`src/rtl/scan_decoder_if.sv`:
```
// Bus bundle for scan_decoder: control inputs from the sequencing FSM and the
// registered select lines / scan status returned to it.
interface scan_decoder_if #(
  parameter int ADDR_WIDTH = 2
);
  localparam int OUTS = 1 << ADDR_WIDTH;

  logic                  enable;
  logic [ADDR_WIDTH-1:0] address;
  logic                  mode;
  logic                  scan_start;
  logic [OUTS-1:0]       out;
  logic                  scan_busy;
  logic                  scan_done;
  logic [ADDR_WIDTH-1:0] scan_index;

  modport master (
    output enable, address, mode, scan_start,
    input  out, scan_busy, scan_done, scan_index
  );

  modport slave (
    input  enable, address, mode, scan_start,
    output out, scan_busy, scan_done, scan_index
  );
endinterface

```
`src/rtl/scan_decoder.sv`:
```
// Registered one-hot decoder with a direct mode (out follows address) and a
// scan mode that walks a single asserted line across all outputs, holding
// each one for SCAN_DWELL asserted cycles. Dropping enable pauses the scan;
// the dwell counter counts only cycles in which the line was really asserted,
// so every paused cycle lengthens the scan by exactly one cycle.
module scan_decoder #(
  parameter int ADDR_WIDTH = 2,
  parameter int SCAN_DWELL = 1
) (
  input  logic           clk,
  input  logic           reset_n,
  scan_decoder_if.slave  bus
);
  localparam int OUTS = 1 << ADDR_WIDTH;
  localparam int DW   = $clog2(SCAN_DWELL + 1);

  typedef enum logic [1:0] {IDLE, SCAN, DONE} state_t;

  state_t                state_q, state_d;
  logic [OUTS-1:0]       out_q, out_d;
  logic [OUTS-1:0]       direct_sel;
  logic [ADDR_WIDTH-1:0] idx_q, idx_d;
  logic [DW-1:0]         dwell_q, dwell_d;
  logic [DW-1:0]         served;

  // Next-state, next-output and scan position/dwell bookkeeping.
  always_comb begin
    state_d    = state_q;
    out_d      = '0;
    idx_d      = idx_q;
    dwell_d    = dwell_q;
    direct_sel = bus.enable ? (OUTS'(1) << bus.address) : '0;
    // Asserted cycles completed for the current position, including the one
    // that ends at this edge (a paused cycle shows nothing and does not count).
    served     = dwell_q + DW'(|out_q);

    case (state_q)
      IDLE: begin
        idx_d   = '0;
        dwell_d = '0;
        if (!bus.mode) begin
          out_d = direct_sel;
        end else if (bus.scan_start) begin
          state_d = SCAN;
          out_d   = bus.enable ? OUTS'(1) : '0;
        end
      end

      SCAN: begin
        if (!bus.mode) begin
          // Abort: fall straight back to direct decoding, no done pulse.
          state_d = IDLE;
          idx_d   = '0;
          dwell_d = '0;
          out_d   = direct_sel;
        end else begin
          dwell_d = served;
          if (served == DW'(SCAN_DWELL)) begin
            dwell_d = '0;
            if (idx_q == ADDR_WIDTH'(OUTS - 1)) begin
              state_d = DONE;
              idx_d   = '0;
            end else begin
              idx_d = idx_q + 1'b1;
            end
          end
          // Old bit drops and new bit rises on the same edge.
          if (state_d == SCAN && bus.enable) begin
            out_d = OUTS'(1) << idx_d;
          end
        end
      end

      DONE: begin
        state_d = IDLE;
        idx_d   = '0;
        dwell_d = '0;
      end

      default: begin
        state_d = IDLE;
        idx_d   = '0;
        dwell_d = '0;
      end
    endcase
  end

  // State, select lines, scan position and dwell registers.
  always_ff @(posedge clk) begin
    if (!reset_n) begin
      state_q <= IDLE;
      out_q   <= '0;
      idx_q   <= '0;
      dwell_q <= '0;
    end else begin
      state_q <= state_d;
      out_q   <= out_d;
      idx_q   <= idx_d;
      dwell_q <= dwell_d;
    end
  end

  assign bus.out        = out_q;
  assign bus.scan_busy  = (state_q == SCAN);
  assign bus.scan_done  = (state_q == DONE);
  assign bus.scan_index = idx_q;
endmodule

```
`src/flat_wrapper.sv`:
```
// flat-port wrapper written by rule: the top's interface ports become plain ports
module scan_decoder_flat 
#(
  parameter int ADDR_WIDTH = 2,
  parameter int SCAN_DWELL = 1
)
  (clk, reset_n, bus_enable, bus_address, bus_mode, bus_scan_start, bus_out, bus_scan_busy, bus_scan_done, bus_scan_index);
  scan_decoder_if #(.ADDR_WIDTH(ADDR_WIDTH)) bus_i ();
  input  logic clk;
  input  logic reset_n;
  input wire logic [$bits(bus_i.enable)-1:0] bus_enable;
  input wire logic [$bits(bus_i.address)-1:0] bus_address;
  input wire logic [$bits(bus_i.mode)-1:0] bus_mode;
  input wire logic [$bits(bus_i.scan_start)-1:0] bus_scan_start;
  output wire logic [$bits(bus_i.out)-1:0] bus_out;
  output wire logic [$bits(bus_i.scan_busy)-1:0] bus_scan_busy;
  output wire logic [$bits(bus_i.scan_done)-1:0] bus_scan_done;
  output wire logic [$bits(bus_i.scan_index)-1:0] bus_scan_index;
  assign bus_i.enable = bus_enable;
  assign bus_i.address = bus_address;
  assign bus_i.mode = bus_mode;
  assign bus_i.scan_start = bus_scan_start;
  assign bus_out = bus_i.out;
  assign bus_scan_busy = bus_i.scan_busy;
  assign bus_scan_done = bus_i.scan_done;
  assign bus_scan_index = bus_i.scan_index;
  scan_decoder #(.ADDR_WIDTH(ADDR_WIDTH), .SCAN_DWELL(SCAN_DWELL)) u_core (.clk(clk), .reset_n(reset_n), .bus(bus_i));
endmodule
```
`config.mk`:
```
export PLATFORM = sky130hd
export DESIGN_NAME = scan_decoder_flat
export DESIGN_NICKNAME = d
export VERILOG_FILES = /design/src/rtl/scan_decoder_if.sv /design/src/rtl/scan_decoder.sv /design/src/flat_wrapper.sv
export SDC_FILE = /design/constraint.sdc
export NUM_CORES = 1
export LEC_CHECK = 0
export CAP_MARGIN = 30
export CORE_AREA = 2 2 39 41
export CTS_BUF_LIST = sky130_fd_sc_hd__clkbuf_8
export CTS_CLUSTER_SIZE = 16
export DETAILED_ROUTE_END_ITERATION = 8
export DIE_AREA = 0 0 41 43
export DONT_BUFFER_PORTS = 1
export GPL_ROUTABILITY_DRIVEN = 0
export GPL_TIMING_DRIVEN = 0
export PLACE_DENSITY = 0.46
export REMOVE_ABC_BUFFERS = 1
export SKIP_LAST_GASP = 1
export SYNTH_ARGS = -nofsm -noshare
export SYNTH_HDL_FRONTEND = slang
export SYNTH_SLANG_ARGS = --single-unit
```
`constraint.sdc`:
```
create_clock -name clk -period 1.5 [get_ports clk]
set_input_delay 0.3 -clock clk [delete_from_list [all_inputs] [get_ports clk]]
set_output_delay 0.3 -clock clk [all_outputs]
set_load 0.02 [all_outputs]
```
# Word level (Yosys, flattened, before mapping)

Index checks and enable logic that the tools add are counted.

Logic and storage cells: 36
Bits in registers: 8
Output and inout bits: 8

Add/subtract/negate cells: 1
Equality and inequality tests: 6
Reduce and logical (&&, ||, !) cells: 5
Shift operators: 2
Muxes and demuxes: 19

Operators with widths:

| operator              | count |
|---|---|
| $mux W2               | 11 |
| $mux W4               | 5 |
| $pmux W4 S2           | 1 |
| $shl A1 B2 Y4 const A | 2 |
| $eq A2 B1 Y1 const B  | 2 |
| $eq A2 B2 Y1 const B  | 2 |
| $ne A2 B2 Y1 const B  | 2 |
| $pmux W2 S2           | 1 |
| $reduce_or A4 Y1      | 1 |
| $reduce_and A3 Y1     | 1 |
| $add A2 B1 Y2 const B | 1 |
| $logic_not A2 Y1      | 1 |
| $reduce_and A2 Y1     | 1 |
| $logic_and A1 B1 Y1   | 1 |
| $mux W1               | 1 |

# Longest topological paths before layout

Gate-level depths: netlist of run 1.

Depth after elaboration: 10
Mapped depth: 4

# Worst setup path before layout of run 1

No wires, ideal clock.

Path kind: register to register
Start point: register u_core.out_q[1] (netlist: u_core.bus.out[1])
End point: register u_core.out_q[0] (netlist: u_core.bus.out[0])
Data arrival time: 1.353 ns
Library setup time: 0.086 ns
Required time: 1.414 ns
Cell stages (with the launch flop): 5
Period minus slack after synthesis: 1.438 ns
Path buffers: 1
Path slack: 0.062 ns
Path through: dfxtp_1 > or4_1 > buf_2 > mux2i_1 > a211oi_1

Cells in the longest elaborated chain, start to end: 9

Ends and longest elaborated chain:

| item                     | RTL line           | RTL |
|---|---|---|
| start: declaration       | scan_decoder.sv:20 | `logic [OUTS-1:0] out_q, out_d;` |
| start signal: assignment | scan_decoder.sv:97 | `out_q <= out_d;` |
| $reduce_or A4 Y1 (*)     | scan_decoder.sv:35 | `served = dwell_q + DW'(\|out_q);` |
| $mux W2                  | scan_decoder.sv:58 | `if (served == DW'(SCAN_DWELL)) begin` |
| $mux W2                  | scan_decoder.sv:50 | `if (!bus.mode) begin` |
| $mux W2                  | scan_decoder.sv:37 | `case (state_q)` |
| $eq A2 B1 Y1             | scan_decoder.sv:68 | `if (state_d == SCAN && bus.enable) begin` |
| $logic_and A1 B1 Y1      | scan_decoder.sv:68 |  |
| $mux W4 (*)              | scan_decoder.sv:68 |  |
| $mux W4 (*)              | scan_decoder.sv:50 |  |
| $pmux W4 S2 (*)          | scan_decoder.sv:37 |  |

Mark *: on every way between the ends. The rest lies on a longest branch, timed or not. The select of a mux whose other input is x is not followed.
A chain may end at the register's enable or synchronous reset.

# Final worst setup path of run 1

Start point: register u_core.out_q[0] (netlist: u_core.bus.out[0])
End point: register u_core.out_q[0] (netlist: u_core.bus.out[0])

Same word-level chain as after synthesis.

==> flow_summary.json, run 1 <==
{
  "yosysSeqAreaShare_pct": 34.0,
  "synth_cell_types": 29,
  "yosysWarnings": 0,
  "track_usage_pct": 14.1,
  "grt_pass1_vias": 355,
  "tightest_slew_ns": 0.522,
  "fin_ws_ns": 0.0459,
  "r2r-end": "u_core.bus.out[0]$_SDFF_PN0_",
  "syn_area_um2": 472,
  "antenna_found_initial": 0,
  "post_cts_buffers": 0,
  "wirelength_um": 1030,
  "yosysTopAreaCell": "dfxtp_1",
  "drive_gt1_share_pct": 14.3,
  "initial_core_util_pct": 34.1,
  "grt_pass1_wl_um": 1600,
  "cts_buffers": 3,
  "synth_top_area_share_pct": 34.0,
  "clk_latency_ns": 0.22,
  "drt_iter0_markers": 9,
  "endpoint_kind": "register",
  "setup_tns_ns": 0,
  "critPathMaxFanout": 7,
  "overflow": 0,
  "hold_viol_final": 0,
  "r2r_slack_ns": 0.05,
  "slowest_delay_ns": 0.61,
  "p_leak_uw": 0.000189,
  "rsz0062_at_grt": "true",
  "dr.pass1.iters": 4,
  "clkTransAtPathRegs_ns": 0.04,
  "port_buffers": 0,
  "core_um2": 1380,
  "nets": 66,
  "design_area_um2": 528,
  "fin_skew_ns": 0.00203,
  "synth.most_common_cell": "dfxtp_1",
  "diodes": 0,
  "endpoint": "u_core.bus.out[0]$_SDFF_PN0_",
  "post-place-ws_ns": -0.0766,
  "reg2reg_depth": 3,
  "pwr_density_cell_nw_per_um2": 973,
  "clock_sinks": 8,
  "cts_hold_buf": 0,
  "path_class": "reg -> reg",
  "io_pins": 15,
  "async_reset_ff_share_pct": 0,
  "fmax_ghz": 0.688,
  "vias": 423,
  "hpwlAfterDp_um": 753,
  "crit_start": "u_core.bus.out[0]$_SDFF_PN0_",
  "synth-seq-cells": 8,
  "rows": 14,
  "critical_path_arrival_ns": 1.59,
  "r2r_start": "u_core.bus.out[0]$_SDFF_PN0_",
  "slew_headroom_pct": 64.8,
  "multi_input_area_um2": 295,
  "syn_inst": 56,
  "cp_cell_sequence": "or4_4 > mux2i_1 > a211oi_1",
  "synth_common_cells": "dfxtp_1 (8), nand2_1 (7), nor2b_1 (4)",
  "die_h_um": 43,
  "status": "completed",
  "htree_levels": 1,
  "cpMaxStageDelayCell": "or4_4",
  "post-route-drc-count": 0,
  "hp-class": "in -> reg",
  "fill_cells": 148,
  "slew_violations": 0,
  "root_buffer": "clkbuf_8",
  "grt_max_degree": 11,
  "cp.required_ns": 1.64,
  "synth_edf_count": 0,
  "fin_crit_ns": 1.45,
  "cap_violations": 0,
  "ir_worst_vdd_v": 0.000796,
  "finalSetupViolCount": 0,
  "post_dp_cell_area_um2": 477,
  "cts_tree": "built",
  "regArea_um2": 164,
  "netlist_top_cells_area": "dfxtp_1 (34%), nand2_1 (5.6%), nor2b_1 (5.3%)",
  "die-area_um2": 1760,
  "area_growth_pct": 11.9,
  "cts.path.max_buffers": 2,
  "vias_per_cell": 5.88,
  "ant_nets": 0,
  "routedWlPerCell_um": 14.3,
  "synth_ff_type": "dfxtp_1",
  "synth_area_per_cell_um2": 8.42,
  "die_w_um": 41,
  "startpoint_type": "register",
  "period_share_pct": 96.9
}
[routing by layer]
layer	share of wire [%]	vias up	track usage [%]
li1	-	218	-
met1	47	193	19.0
met2	44	10	16.6
met3	6.6	2	9.95
met4	1.5	0	6.00
met5	0	-	0
[sequential cells by signal, summed over array words and instances (netlist names)]
register,cells
u_core.bus.out,4
u_core.bus.scan_index,2
u_core.state_q,2
[cells in the final DEF, fill, tap and decap left out, types with 2 or more instances in the layout]
cell type,count
nand2_1,7
dfxtp_1,5
nor2b_1,3
nand3_1,3
clkbuf_8,3
dfxtp_2,3
nor2_1,2
mux2i_1,2
nand3b_1,2
inv_1,2
nand4_1,2
o221ai_1,2
a21oi_1,2
[repair_timing]
| item | in CTS | in global routing |
|---|---|---|
| cloned | 0 | 0 |
| pin swaps | 0 | 1 |
| gates resized for setup | 3 | 2 |
| setup endpoints to repair | 4 | 4 |
[report_power, final]
part           switching [µW]  total (µW)  internal (µW)
logic                    18.3        37.4           19.1
registers                8.60         226            218
clock network            76.9         250            173
total                     104         514            410
[metrics by stage]
step | total power [µW] | utilization, % | instances | hold WS [ns]
2_1_floorplan | 258 | - | 53 | 0.414
3_3_place_gp | 265 | 34.4 | 69 | 0.422
3_5_place_dp | 265 | 34.4 | 69 | 0.423
4_1_cts | 526 | 37.9 | 72 | 0.187
5_1_grt | 549 | 38.2 | 72 | 0.170
6_report | 514 | 38.2 | 72 | 0.183
[area by class of cell]
| cell class | count | share of cell area (%) |
|---|---|---|
| Inverter | 2 | 1.42 |
| Clock buffer | 3 | 7.82 |
| Sequential cell | 8 | 31.0 |
| Tap cell | 16 | 3.79 |
| Multi-Input combinational cell | 43 | 55.9 |
[worst min path at each step]
stage | start | endpoint | cells past startpoint
2_1_floorplan | bus_address[0] | u_core.bus.out[2]$_SDFF_PN0_ | 1
4_1_cts | bus_address[0] | u_core.bus.out[2]$_SDFF_PN0_ | 1
3_5_place_dp | bus_address[0] | u_core.bus.out[2]$_SDFF_PN0_ | 1
5_1_grt | bus_address[0] | u_core.bus.out[2]$_SDFF_PN0_ | 1
3_3_place_gp | bus_address[0] | u_core.bus.out[2]$_SDFF_PN0_ | 1
6_report | bus_address[0] | u_core.bus.out[2]$_SDFF_PN0_ | 1
[critical path: cells and delay by family, from the launching register on]
family / cells / cell delay, ns
mux: 1 / 0.16
simple gates: 1 / 0.61
flops: 1 / 0.38
compound gates: 1 / 0.22
[cells by family after synthesis]
logic type / count (synthesis) / synth area share (%)
simple gates: 28 / 34.5
compound gates: 12 / 19.9
flops: 8 / 34.0
buf+inv: 5 / 4.77
mux: 2 / 4.24
fa+ha+maj: 1 / 2.65
No activity file was read; power rests on OpenSTA's default activity.
==> run 2: changes to the inputs <==
Settings changed: GPL_ROUTABILITY_DRIVEN 0 to default.
==> results of run 2 <==
Final layout, timing and power as in run 1 (identical DEF).
